==> src/rtl/booth_pkg.sv <==
// Shared types and defaults for the Booth multiplier I/O sequencer.
package booth_pkg;

    // Default operand width; the product is twice this wide.
    localparam int BOOTH_W = 5;

    // Default number of WAIT cycles allowed before a transaction is abandoned.
    localparam int BOOTH_TIMEOUT = 64;

    // Sequencer states, in the order a normal transaction visits them.
    typedef enum logic [2:0] {
        IDLE,
        SEND_X,
        SEND_Y,
        WAIT,
        CAP_LO,
        RESP
    } state_t;

    // One buffered operand pair: multiplicand x and multiplier y.
    typedef struct packed {
        logic [BOOTH_W-1:0] x;
        logic [BOOTH_W-1:0] y;
    } pair_t;

endpackage

==> src/rtl/op_pair_fifo.sv <==
// Small synchronous FIFO holding operand pairs until the sequencer issues them.
module op_pair_fifo
    import booth_pkg::*;
#(
    parameter int DEPTH = 2
)(
    input  logic  i_clk,
    input  logic  i_rst,
    input  logic  i_push,
    input  pair_t i_data,
    input  logic  i_pop,
    output pair_t o_data,
    output logic  o_full,
    output logic  o_empty
);

    localparam int AW = $clog2(DEPTH);
    localparam int CW = $clog2(DEPTH + 1);

    pair_t          r_mem [DEPTH];
    logic [AW-1:0]  r_wrPtr;
    logic [AW-1:0]  r_rdPtr;
    logic [CW-1:0]  r_count;
    logic           w_doPush;
    logic           w_doPop;

    assign o_full   = (r_count == CW'(DEPTH));
    assign o_empty  = (r_count == '0);
    assign w_doPop  = i_pop && !o_empty;
    assign w_doPush = i_push && (!o_full || w_doPop);
    assign o_data   = r_mem[r_rdPtr];

    // Storage array; contents need no reset because count gates every read.
    always_ff @(posedge i_clk) begin
        if (w_doPush) begin
            r_mem[r_wrPtr] <= i_data;
        end
    end

    // Pointers wrap naturally because DEPTH is a power of two; count tracks occupancy.
    always_ff @(posedge i_clk or negedge i_rst) begin
        if (!i_rst) begin
            r_wrPtr <= '0;
            r_rdPtr <= '0;
            r_count <= '0;
        end else begin
            if (w_doPush) begin
                r_wrPtr <= r_wrPtr + AW'(1);
            end
            if (w_doPop) begin
                r_rdPtr <= r_rdPtr + AW'(1);
            end
            case ({w_doPush, w_doPop})
                2'b10:   r_count <= r_count + CW'(1);
                2'b01:   r_count <= r_count - CW'(1);
                default: r_count <= r_count;
            endcase
        end
    end

endmodule

==> src/rtl/booth_seq_frontend.sv <==
// Feeds operand pairs to a sequential Booth multiplier over its shared bus and
// reassembles the two-beat product upload into a handshaked result, with a
// done-timeout so a hung multiplier cannot stall the datapath.
module booth_seq_frontend
    import booth_pkg::*;
#(
    parameter int W       = BOOTH_W,
    parameter int DEPTH   = 2,
    parameter int TIMEOUT = BOOTH_TIMEOUT
)(
    input  logic           i_clk,
    input  logic           i_rst,
    input  logic           i_op_valid,
    output logic           o_op_ready,
    input  logic [W-1:0]   i_op_x,
    input  logic [W-1:0]   i_op_y,
    output logic [W-1:0]   o_mul_inbus,
    output logic           o_mul_start,
    input  logic [W-1:0]   i_mul_outbus,
    input  logic           i_mul_done,
    output logic           o_res_valid,
    input  logic           i_res_ready,
    output logic [2*W-1:0] o_res_prod,
    output logic           o_res_err,
    output logic           o_busy
);

    localparam int TW = (TIMEOUT > 1) ? $clog2(TIMEOUT) : 1;
    localparam logic [TW-1:0] T_LAST = TW'(TIMEOUT - 1);

    state_t          r_state;
    state_t          w_nextState;
    logic            r_rdyEn;
    logic [W-1:0]    r_x;
    logic [W-1:0]    r_y;
    logic [W-1:0]    r_hi;
    logic [2*W-1:0]  r_prod;
    logic            r_err;
    logic [TW-1:0]   r_cnt;
    pair_t           w_pushData;
    pair_t           w_head;
    logic            w_full;
    logic            w_empty;
    logic            w_push;
    logic            w_pop;
    logic            w_timeout;

    assign w_pushData.x = i_op_x;
    assign w_pushData.y = i_op_y;
    assign o_op_ready   = r_rdyEn && !w_full;
    assign w_push       = i_op_valid && o_op_ready;
    assign w_pop        = (r_state == IDLE) && !w_empty;
    assign w_timeout    = (r_cnt == T_LAST);

    op_pair_fifo #(
        .DEPTH (DEPTH)
    ) u_fifo (
        .i_clk   (i_clk),
        .i_rst   (i_rst),
        .i_push  (w_push),
        .i_data  (w_pushData),
        .i_pop   (w_pop),
        .o_data  (w_head),
        .o_full  (w_full),
        .o_empty (w_empty)
    );

    // Holds op_ready low through reset and lifts it on the first clock afterwards.
    always_ff @(posedge i_clk or negedge i_rst) begin
        if (!i_rst) begin
            r_rdyEn <= 1'b0;
        end else begin
            r_rdyEn <= 1'b1;
        end
    end

    // State register.
    always_ff @(posedge i_clk or negedge i_rst) begin
        if (!i_rst) begin
            r_state <= IDLE;
        end else begin
            r_state <= w_nextState;
        end
    end

    // Next-state logic; done outside WAIT is ignored and done wins over timeout.
    always_comb begin
        w_nextState = r_state;
        unique case (r_state)
            IDLE:    if (!w_empty) w_nextState = SEND_X;
            SEND_X:  w_nextState = SEND_Y;
            SEND_Y:  w_nextState = WAIT;
            WAIT: begin
                if (i_mul_done) begin
                    w_nextState = CAP_LO;
                end else if (w_timeout) begin
                    w_nextState = RESP;
                end
            end
            CAP_LO:  w_nextState = RESP;
            RESP:    if (i_res_ready) w_nextState = IDLE;
            default: w_nextState = IDLE;
        endcase
    end

    // Multiplier bus and status outputs decoded from the current state.
    always_comb begin
        o_mul_start = 1'b0;
        o_mul_inbus = '0;
        unique case (r_state)
            SEND_X: begin
                o_mul_start = 1'b1;
                o_mul_inbus = r_x;
            end
            SEND_Y:  o_mul_inbus = r_y;
            default: o_mul_inbus = '0;
        endcase
        o_res_valid = (r_state == RESP);
        o_res_err   = (r_state == RESP) && r_err;
        o_busy      = (r_state != IDLE);
        o_res_prod  = r_prod;
    end

    // Operand latch at pop, timeout counter and product/error capture.
    always_ff @(posedge i_clk or negedge i_rst) begin
        if (!i_rst) begin
            r_x    <= '0;
            r_y    <= '0;
            r_hi   <= '0;
            r_prod <= '0;
            r_err  <= 1'b0;
            r_cnt  <= '0;
        end else begin
            if (w_pop) begin
                r_x <= w_head.x;
                r_y <= w_head.y;
            end
            case (r_state)
                SEND_Y: r_cnt <= '0;
                WAIT: begin
                    if (i_mul_done) begin
                        r_hi <= i_mul_outbus;
                    end else if (w_timeout) begin
                        r_prod <= '0;
                        r_err  <= 1'b1;
                    end else begin
                        r_cnt <= r_cnt + TW'(1);
                    end
                end
                CAP_LO: begin
                    r_prod <= {r_hi, i_mul_outbus};
                    r_err  <= 1'b0;
                end
                default: ;
            endcase
        end
    end

endmodule

==> config.mk <==
export PLATFORM = sky130hd
export DESIGN_NAME = booth_seq_frontend
export DESIGN_NICKNAME = d
export VERILOG_FILES = /design/src/rtl/booth_pkg.sv /design/src/rtl/op_pair_fifo.sv /design/src/rtl/booth_seq_frontend.sv
export SDC_FILE = /design/constraint.sdc
export NUM_CORES = 1
export LEC_CHECK = 0
export BUFFER_PORTS_ARGS = -buffer_cell sky130_fd_sc_hd__buf_2
export CAP_MARGIN = 20
export CORE_ASPECT_RATIO = 2
export CORE_UTILIZATION = 45
export DETAILED_ROUTE_END_ITERATION = 16
export GPL_TIMING_DRIVEN = 0
export HOLD_SLACK_MARGIN = 0.02
export MAX_ROUTING_LAYER = met4
export PLACE_DENSITY = 0.7
export SLEW_MARGIN = 10
export SYNTH_ARGS = -nofsm -noshare
export SYNTH_HDL_FRONTEND = slang
export SYNTH_HIERARCHICAL = 1
export SYNTH_SLANG_ARGS = --single-unit
==> constraint.sdc <==
create_clock -name i_clk -period 5.1 [get_ports i_clk]
set_input_delay 0.765 -clock i_clk [delete_from_list [all_inputs] [get_ports i_clk]]
set_output_delay 0.765 -clock i_clk [all_outputs]
set_load 0.05 [all_outputs]
==> results of run 1 <==
[registers in the layout, indices dropped and copies added (netlist names)]
name	count
u_fifo/r_mem	20
o_res_prod	10
r_cnt	6
r_hi	5
r_x	5
r_y	5
r_state	3
u_fifo/r_count	2
r_err	1
r_rdyEn	1
u_fifo/r_rdPtr	1
u_fifo/r_wrPtr	1
[power groups by stage]
stage	clock (W)	sequential [W]	combinational, W
3_3_place_gp	0	0.000751	0.000817
2_1_floorplan	0	0.000874	0.000529
5_1_grt	0.000529	0.000765	0.000896
6_report	0.000498	0.000747	0.000824
4_1_cts	0.000512	0.000748	0.000837
3_5_place_dp	0	0.000758	0.000831
[layout make-up]
class	instances	area [um2]
Fill cell	463	2380
Clock buffer	11	131
Sequential cell	60	1600
Clock inverter	5	100
Inverter	3	11.3
Multi-Input combinational cell	127	915
Buffer	8	60.1
Timing Repair Buffer	39	195
Tap cell	60	75.1
[per-layer routing]
metal | global-route usage [%] | wire (um)
met4 | 12.9 | 116
met1 | 18.2 | 1690
met3 | 3.32 | 143
met2 | 29.6 | 2530
met5 | - | 0
[cell families (layout without fill, tap and decap cells)]
| logic type | Yosys count | count (layout) | synth area share, % |
|---|---|---|---|
| other | 1 | 1 | 0.145 |
| DFF | 60 | 60 | 61.9 |
| adders and majority gates | 1 | 1 | 0.483 |
| and+or+nand+nor | 60 | 60 | 12.9 |
| AOI/OAI and AO/OA | 35 | 35 | 9.09 |
| buffers and inverters | 11 | 66 | 2.76 |
| xor gates and xnor gates | 2 | 2 | 0.677 |
| muxes | 28 | 28 | 12.1 |
[through the flow]
stage               setup WS [ns]  hold slack, ns  cell area [um2]  utilization, %
CTS                          2.17           0.486             3090            56.5
global route                 2.18           0.518             3090            56.5
global placement             2.55           0.458             2860            52.3
detailed placement           2.53           0.462             2860            52.3
floorplan                    1.74           0.444             2590               -
finish                       2.26           0.482             3090            56.5
[path summary, 6_finish.rpt]
path / start / endpoint / depth (start not counted)
worst max-delay path: r_state[1] / o_mul_inbus[4] / 4
worst min-delay path: r_err / r_err / 1
worst max register to register: r_state[2] / u_fifo/r_mem[0][9] / 7
worst min register to register: r_err / r_err / 1
max in group asynchronous: i_rst / u_fifo/r_count[0] / 1
min in group asynchronous: i_rst / r_cnt[4] / 1
[cells in the final DEF (no fill, tap or decap), types with 4 or more instances in the layout]
cell type,n
buf_2,42
clkbuf_8,9
nor2_1,6
nand2b_1,4
a21oi_1,5
nand2_1,24
a22o_1,5
edfxtp_1,20
mux2_2,26
o21ai_0,12
dfrtp_1,40
==> results.sh, run 1 <==
export IMPL_status="completed"
export IMPL_grt_pass1_wl_um=7800
export IMPL_critical_path_top_delay_family="simple AND/OR/NAND/NOR gates"
export IMPL_reg2reg_slack_ns=2.67
export IMPL_crit_path_end_kind="output port"
export IMPL_syn_avg_cell_area_um2=13.1
export IMPL_core_area_um2=5470
export IMPL_yosys_area_top_type="dfrtp_1"
export IMPL_antenna_found_initial=0
export IMPL_via_count=1667
export IMPL_cts_root_buffer="clkbuf_8"
export IMPL_insertion_delay_ns=0.34
export IMPL_first_global_vias=1691
export IMPL_grt_max_degree=41
export IMPL_start_util_pct=47.3
export IMPL_leakagePower_nw=1.36
export IMPL_overflow=0
export IMPL_relSlewSlack_pct=40.3
export IMPL_synth_seq_area_share_pct=61.9
export IMPL_synth_distinct_cells=46
export IMPL_p_clk_share_pct=24.1
export IMPL_finalSetupViolCount=0
export IMPL_die_width_um=55.6
export IMPL_cts_tree="built"
export IMPL_nNetsFinal=269
export IMPL_ant_nets=0
export IMPL_seq_power_share_pct=36.1
export IMPL_fmax_mhz=352
export IMPL_cts_repair_resized=0
export IMPL_drt_iter0_drc=61
export IMPL_yosysWarnings=6
export IMPL_crit_type="register to output port"
export IMPL_fin_skew_ns=0.00699
export IMPL_comb_power_share_pct=39.8
export IMPL_ys_async_sr_fraction_pct=66.7
export IMPL_ctsHoldBuffers=0
export IMPL_cp_cell_sequence="buf_4 > nor3b_1 > a22o_1 > buf_2"
export IMPL_power_total_w=0.00207
export IMPL_cap_violations=0
export IMPL_final_min_clock_period_ns=2.84
export IMPL_syn_inst=198
export IMPL_drt_pass1_iter_count=4
export IMPL_cp_slowest_stage_delay_ns=0.64
export IMPL_critical_path_buf_inv_count=2
export IMPL_netlist_top_cells_area="dfrtp_1, edfxtp_1, mux2_2"
export IMPL_setup_worst_path_start_class="register"
export IMPL_routabilityCongestion=0.777
export IMPL_tightest_slew_ns=0.895
export IMPL_powerDensity_nw_per_um2=670
export IMPL_clock_sinks=60
export IMPL_peakVddDrop_mv=0.542
export IMPL_totalNegativeSetupSlack_ns=0
export IMPL_power_switching_w=0.000783
export IMPL_worstPathArrival_ns=2.08
export IMPL_viasPerCell=5.33
export IMPL_synth_main_ff_cell="dfrtp_1"
export IMPL_drc=0
export IMPL_drive_gt1_share_pct=37.5
export IMPL_io_buffers=39
export IMPL_yosysMostFrequentCell="dfrtp_1"
export IMPL_drt_total_wl_um=4480
export IMPL_synth_common_cells="dfrtp_1, mux2_2, nand2_1, edfxtp_1, o21ai_0"
export IMPL_holdCritPathClass="register to register"
export IMPL_fin_cells=313
export IMPL_timing_final_crit_share_pct=55.7
export IMPL_rows=38
export IMPL_drv_slew=0
export IMPL_pin_count=40
export IMPL_rsz0062_at_grt="no"
export IMPL_n_antenna_cell=0
export IMPL_place_hpwl_um=3160
export IMPL_die_area_um2=6080
export IMPL_crit_fanout=10
export IMPL_dp_cells=297
export IMPL_worstPathRequired_ns=4.34
export IMPL_ys_ff_latch=60
export IMPL_syn_nets=219
export IMPL_synth_top_area_share_pct=38.7
export IMPL_clockBufferDepth=2
export IMPL_grt_total_usage_pct=17.6
export IMPL_clk_pin_slew_worst_paths_ns=0.06
export IMPL_hold_violations=0
export IMPL_post_cts_buffers=0
export IMPL_h_tree_depth=3
export IMPL_sw_frac_of_total_pct=37.9
export IMPL_syn_cell_area_um2=2590
export IMPL_syn_to_final_growth_pct=19.4
export IMPL_p_int_w=0.00129
export IMPL_synth_edf_count=20
export IMPL_die_y_um=109
export IMPL_slowest_stage="nor3b_1"
export IMPL_numCtsBuffers=9
export IMPL_routedWlPerCell_um=14.3
(Power assumes the default switching activity.)
==> run 2: changes to the inputs <==
- ABC_AREA: unset -> 1
- PLACE_DENSITY: 0.7 -> 0.72
- clock period: 5.1 -> 2.55 ns (I/O delays scaled with it)
==> results.sh, run 2 <==
export IMPL_holdCritPathClass="primary input to asynchronous set/reset pin"
export IMPL_routabilityCongestion=0.834
export IMPL_insertion_delay_ns=0.32
export IMPL_reg2reg_slack_ns=0.25
export IMPL_rows=39
export IMPL_final_min_clock_period_ns=2.30
export IMPL_crit_path_frequent_cell="nor2_2"
export IMPL_cp_cell_sequence="buf_4 > nor2_2 > nand2_1 > nor2_2 > buf_2 > o21ai_2 > nor2_1"
export IMPL_h_tree_depth=3
export IMPL_ant_nets=0
export IMPL_rsz0062_at_grt="no"
export IMPL_synth_main_ff_cell="dfrtp_1"
export IMPL_pin_count=40
export IMPL_synth_seq_area_share_pct=60.7
export IMPL_cp_slowest_stage_delay_ns=0.65
export IMPL_synth_common_cells="nand2_1, dfrtp_1, inv_1, nand3_1, edfxtp_1"
export IMPL_powerDensity_nw_per_um2=1310
export IMPL_io_buffers=39
export IMPL_die_y_um=110
export IMPL_place_hpwl_um=3270
export IMPL_grt_pass1_wl_um=7820
export IMPL_synthSimpleGateAreaFrac_pct=23.4
export IMPL_r2r_cells=7
export IMPL_dp_worst_setup_slack_ns=0.248
export IMPL_syn_avg_cell_area_um2=9.60
export IMPL_cts_repair_resized=0
export IMPL_status="completed"
export IMPL_fmax_mhz=435
export IMPL_syn_cell_area_um2=2640
export IMPL_clock_sinks=60
export IMPL_drv_slew=0
export IMPL_mostFrequentLayoutCell="nand2_1"
export IMPL_overflow=0
export IMPL_leakagePower_nw=1.57
export IMPL_worstPathArrival_ns=2.24
export IMPL_drt_pass1_iter_count=4
export IMPL_synth_fa_ha_area_share_pct=0.474
export IMPL_p_int_w=0.00242
export IMPL_largest_reg_flops=20
export IMPL_worstPathRequired_ns=2.49
export IMPL_p_clk_share_pct=25.8
export IMPL_power_switching_w=0.00177
export IMPL_fillers=531
export IMPL_peakVddDrop_mv=0.873
export IMPL_numCtsBuffers=9
export IMPL_yosysWarnings=6
export IMPL_fin_ws_ns=0.250
export IMPL_synthXorXnorAreaFrac_pct=1.99
export IMPL_sw_frac_of_total_pct=42.3
export IMPL_path_depth=7
export IMPL_totalNegativeSetupSlack_ns=0
export IMPL_syn_inst=275
export IMPL_grt_max_degree=41
export IMPL_yosysMostFrequentCell="nand2_1"
export IMPL_synth_edf_count=20
export IMPL_cap_violations=0
export IMPL_tightest_slew_ns=0.879
export IMPL_fin_skew_ns=0.00766
export IMPL_synthMuxAreaShare_pct=0.379
export IMPL_cts_tree="built"
export IMPL_die_area_um2=6190
export IMPL_first_global_vias=1880
export IMPL_clk_pin_slew_worst_paths_ns=0.06
export IMPL_synth_distinct_cells=32
export IMPL_synth_top_area_share_pct=37.9
export IMPL_routedWlPerCell_um=11.7
export IMPL_drt_total_wl_um=4570
export IMPL_ys_ff_latch=60
export IMPL_top_register="u_fifo/r_mem"
export IMPL_timing_final_crit_share_pct=90.2
export IMPL_crit_path_end="u_fifo/r_mem[1][5]"
export IMPL_crit_path_end_kind="register"
export IMPL_final_cell_mix="nand2_1, buf_2, dfrtp_1"
export IMPL_start_util_pct=46.6
export IMPL_ctsHoldBuffers=0
export IMPL_setup_worst_path_start_class="register"
export IMPL_hold_violations=0
export IMPL_crit_fanout=13
export IMPL_netlist_top_cells_area="dfrtp_1, edfxtp_1, nand2_1"
export IMPL_post_cts_buffers=0
export IMPL_seq_power_share_pct=34.7
export IMPL_drt_iter0_drc=59
export IMPL_slowest_stage="nor2_1"
export IMPL_syn_to_final_growth_pct=20.8
export IMPL_nNetsFinal=346
export IMPL_clockBufferDepth=2
export IMPL_critPathLaunch="r_state[0]"
export IMPL_fin_area_um2=3190
export IMPL_syn_nets=296
export IMPL_finalSetupViolCount=0
export IMPL_comb_power_share_pct=39.5
export IMPL_viasPerCell=4.93
export IMPL_ys_async_sr_fraction_pct=66.7
export IMPL_synth_top_family_by_area="simple AND/OR/NAND/NOR gates"
export IMPL_power_total_w=0.00419
export IMPL_grt_total_usage_pct=17.2
export IMPL_die_width_um=56.1
export IMPL_synth_compound_area_share_pct=6.45
export IMPL_worstReg2RegEnd="u_fifo/r_mem[1][5]"
export IMPL_drive_gt1_share_pct=24.8
export IMPL_dpl_cell_area_um2=2910
export IMPL_crit_type="register to register"
export IMPL_cts_root_buffer="clkbuf_16"
export IMPL_n_antenna_cell=0
export IMPL_via_count=1928
export IMPL_critical_path_buf_inv_count=2
export IMPL_yosys_area_top_type="dfrtp_1"
export IMPL_critical_path_top_delay_family="simple AND/OR/NAND/NOR gates"
export IMPL_core_area_um2=5660
export IMPL_relSlewSlack_pct=41.4
export IMPL_antenna_found_initial=0
export IMPL_timing_rr_start="r_state[0]"
export IMPL_drc=0
[run 2: cell type report]
type | instances | area [um2] | share of cell area [%]
Tap cell | 61 | 76.3 | 2.39
Clock buffer | 9 | 225 | 7.06
Buffer | 7 | 43.8 | 1.37
Multi-Input combinational cell | 175 | 867 | 27.2
Timing Repair Buffer | 39 | 195 | 6.12
Clock inverter | 7 | 52.6 | 1.65
Inverter | 33 | 126 | 3.96
Sequential cell | 60 | 1600 | 50.2
[run 2: per-stage QoR]
stage | utilization (%) | cells | hold slack (ns)
after detailed placement | 51.4 | 375 | 0.466
after CTS | 56.3 | 391 | 0.213
final | 56.3 | 391 | 0.182
after global routing | 56.3 | 391 | 0.236
after global placement | 51.4 | 375 | 0.459
after floorplan | - | 275 | 0.0869
[run 2: layer usage]
metal  wire (um)  global-route usage, %  vias to the layer above
li1            -                      -                      986
met1        1640                   15.0                      891
met2        2680                   32.5                       45
met3         176                   5.25                        6
met4          78                   8.71                        0
met5           0                      -                        -
[run 2: cell families (layout without fill, tap and decap cells)]
kind of cell,count (synthesis),after routing
muxes,1,1
adders and majority gates,1,1
and+or+nand+nor,135,135
AOI/OAI and AO/OA,31,31
buffers and inverters,40,95
other,1,1
xor gates and xnor gates,6,6
DFF,60,60
[run 2: worst min-delay path by stage]
| stage | start | to | slack [ns] | cells past startpoint |
|---|---|---|---|---|
| 5_1_grt | i_op_x[2] | u_fifo/r_mem[0][7] | 0.24 | 1 |
| 6_report | i_rst | o_res_prod[7] | 0.18 | 1 |
| 3_5_place_dp | r_hi[3] | o_res_prod[8] | 0.47 | 2 |
| 2_1_floorplan | i_rst | o_res_prod[0] | 0.09 | 0 |
| 3_3_place_gp | r_hi[0] | o_res_prod[5] | 0.46 | 2 |
| 4_1_cts | i_rst | o_res_prod[3] | 0.21 | 1 |
[run 2: power by group through the flow]
stage | registers [W] | clock network (W) | logic, W
after CTS | 0.00146 | 0.00111 | 0.00168
after global placement | 0.00146 | 0 | 0.00163
final | 0.00145 | 0.00108 | 0.00166
after detailed placement | 0.00147 | 0 | 0.00166
after global routing | 0.00149 | 0.00115 | 0.00184
after floorplan | 0.00171 | 0 | 0.00106
==> run 3: changes to the inputs <==
- PLACE_DENSITY: 0.72 -> 0.69
- clock period: 2.55 -> 2.5 ns (I/O delays scaled with it)
==> results.sh, run 3 (synthesis gave the netlist of run 2 again) <==
export IMPL_status="completed"
export IMPL_critical_path_top_delay_family="simple AND/OR/NAND/NOR gates"
export IMPL_overflow=0
export IMPL_fillers=529
export IMPL_worstPathArrival_ns=2.23
export IMPL_n_antenna_cell=0
export IMPL_drive_gt1_share_pct=24.5
export IMPL_drt_pass1_iter_count=4
export IMPL_drt_total_wl_um=4670
export IMPL_hold_slack_ns=0.183
export IMPL_totalNegativeSetupSlack_ns=0
export IMPL_crit_type="register to register"
export IMPL_slowest_stage="nor2_1"
export IMPL_rows=39
export IMPL_setup_worst_path_start_class="register"
export IMPL_h_tree_depth=3
export IMPL_timing_final_crit_share_pct=91.6
export IMPL_wl_met2_um=2730
export IMPL_powerDensity_nw_per_um2=1380
export IMPL_routedWlPerCell_um=11.9
export IMPL_final_min_clock_period_ns=2.29
export IMPL_drc=0
export IMPL_nNetsFinal=346
export IMPL_peakVddDrop_mv=1.12
export IMPL_fin_skew_ns=0.00781
export IMPL_crit_fanout=10
export IMPL_rsz0062_at_grt="no"
export IMPL_clock_sinks=60
export IMPL_drt_iter0_drc=89
export IMPL_first_global_vias=1888
export IMPL_core_area_um2=5660
export IMPL_place_hpwl_um=3380
export IMPL_die_width_um=56.1
export IMPL_tightest_slew_ns=0.897
export IMPL_routabilityCongestion=0.788
export IMPL_syn_to_final_growth_pct=22.3
export IMPL_io_buffers=39
export IMPL_cp_cell_sequence="inv_2 > nand2_1 > inv_1 > nor3b_1 > o21ai_2 > nor2_1"
export IMPL_leakagePower_nw=1.59
export IMPL_ctsHoldBuffers=0
export IMPL_ant_nets=0
export IMPL_cts_tree="built"
export IMPL_met3_length_um=160
export IMPL_grt_max_degree=41
export IMPL_cts_root_buffer="clkbuf_16"
export IMPL_clk_pin_slew_worst_paths_ns=0.05
export IMPL_cp_slowest_stage_delay_ns=0.64
export IMPL_via_count=1942
export IMPL_grt_total_usage_pct=17.7
export IMPL_crit_path_end_kind="register"
export IMPL_holdCritPathClass="primary input to asynchronous set/reset pin"
export IMPL_drv_slew=0
export IMPL_mostFrequentLayoutCell="nand2_1"
export IMPL_critical_path_buf_inv_count=2
export IMPL_cts_repair_resized=0
export IMPL_finalSetupViolCount=0
export IMPL_die_y_um=110
export IMPL_numCtsBuffers=9
export IMPL_cap_violations=0
export IMPL_pin_count=40
export IMPL_dp_worst_setup_slack_ns=0.180
export IMPL_antenna_found_initial=0
export IMPL_fmax_mhz=437
export IMPL_post_cts_buffers=0
export IMPL_start_util_pct=46.6
export IMPL_relSlewSlack_pct=40.2
export IMPL_hold_violations=0
export IMPL_top_register="u_fifo/r_mem"
export IMPL_clockBufferDepth=2
export IMPL_dr_max_layer_used="met4"
export IMPL_grt_pass1_wl_um=7890
export IMPL_fin_ws_ns=0.209
export IMPL_viasPerCell=4.97
export IMPL_insertion_delay_ns=0.32
export IMPL_wl_met1_um=1680
export IMPL_largest_reg_flops=20
export IMPL_final_cell_mix="nand2_1, buf_2, dfrtp_1"
export IMPL_worstPathRequired_ns=2.44
export IMPL_die_area_um2=6190
[run 3: cell types whose count changed in the layout (fill, tap and decap cells not counted)]
cell	before	now
clkinvlp_4	4	2
clkbuf_1	2	3
bufinv_16	0	2
inv_6	1	0
[run 3: path summary, 6_finish.rpt]
path	slack, ns	cells past startpoint	end	start
setup / recovery	0.21	6	u_fifo/r_mem[1][3]	u_fifo/r_count[0]
hold / removal	0.18	1	r_cnt[3]	i_rst
setup reg to reg	0.21	6	u_fifo/r_mem[1][3]	u_fifo/r_count[0]
hold reg to reg	0.48	2	o_res_prod[6]	r_hi[1]
max in group asynchronous	1.75	1	o_res_prod[7]	i_rst
min in group i_clk	0.24	1	u_fifo/r_mem[0][3]	i_op_y[3]
[run 3: worst register-to-register path: cells and delay by family (launching register included)]
kind,cells,cell delay [ns]
AO/OA/AOI/OAI,1,0.16
flip-flops,1,0.40
buffers and inverters,2,0.15
AND/OR/NAND/NOR,3,1.21
[run 3: area by class of cell]
class / instances / area [um2] / area share (%)
clock buffer: 10 / 229 / 7.09
tap: 61 / 76.3 / 2.36
clock inverter: 6 / 88.8 / 2.75
timing repair buffer: 39 / 195 / 6.05
buffer: 7 / 43.8 / 1.36
inverter: 33 / 126 / 3.91
multi-input combinational: 175 / 867 / 26.9
sequential: 60 / 1600 / 49.6
[run 3: report_power, final]
part,switching [W],internal [W],total [W]
logic,0.00123,0.000458,0.00169
registers,0.000148,0.00134,0.00149
clock network,0.000407,0.000870,0.00128
[run 3: stage by stage]
stage                     power [W]  instances  instance area (um2)  utilization, %
after floorplan             0.00282        275                 2640               -
after global placement      0.00315        375                 2910            51.4
after detailed placement    0.00320        375                 2910            51.4
after CTS                   0.00451        391                 3230            57.0
after global routing        0.00474        391                 3230            57.0
final                       0.00445        391                 3230            57.0
[run 3: layer usage]
layer	GRT usage, %	vias up
met5	-	-
met4	9.76	0
met3	5.25	7
met2	32.7	39
met1	15.8	913
li1	-	983
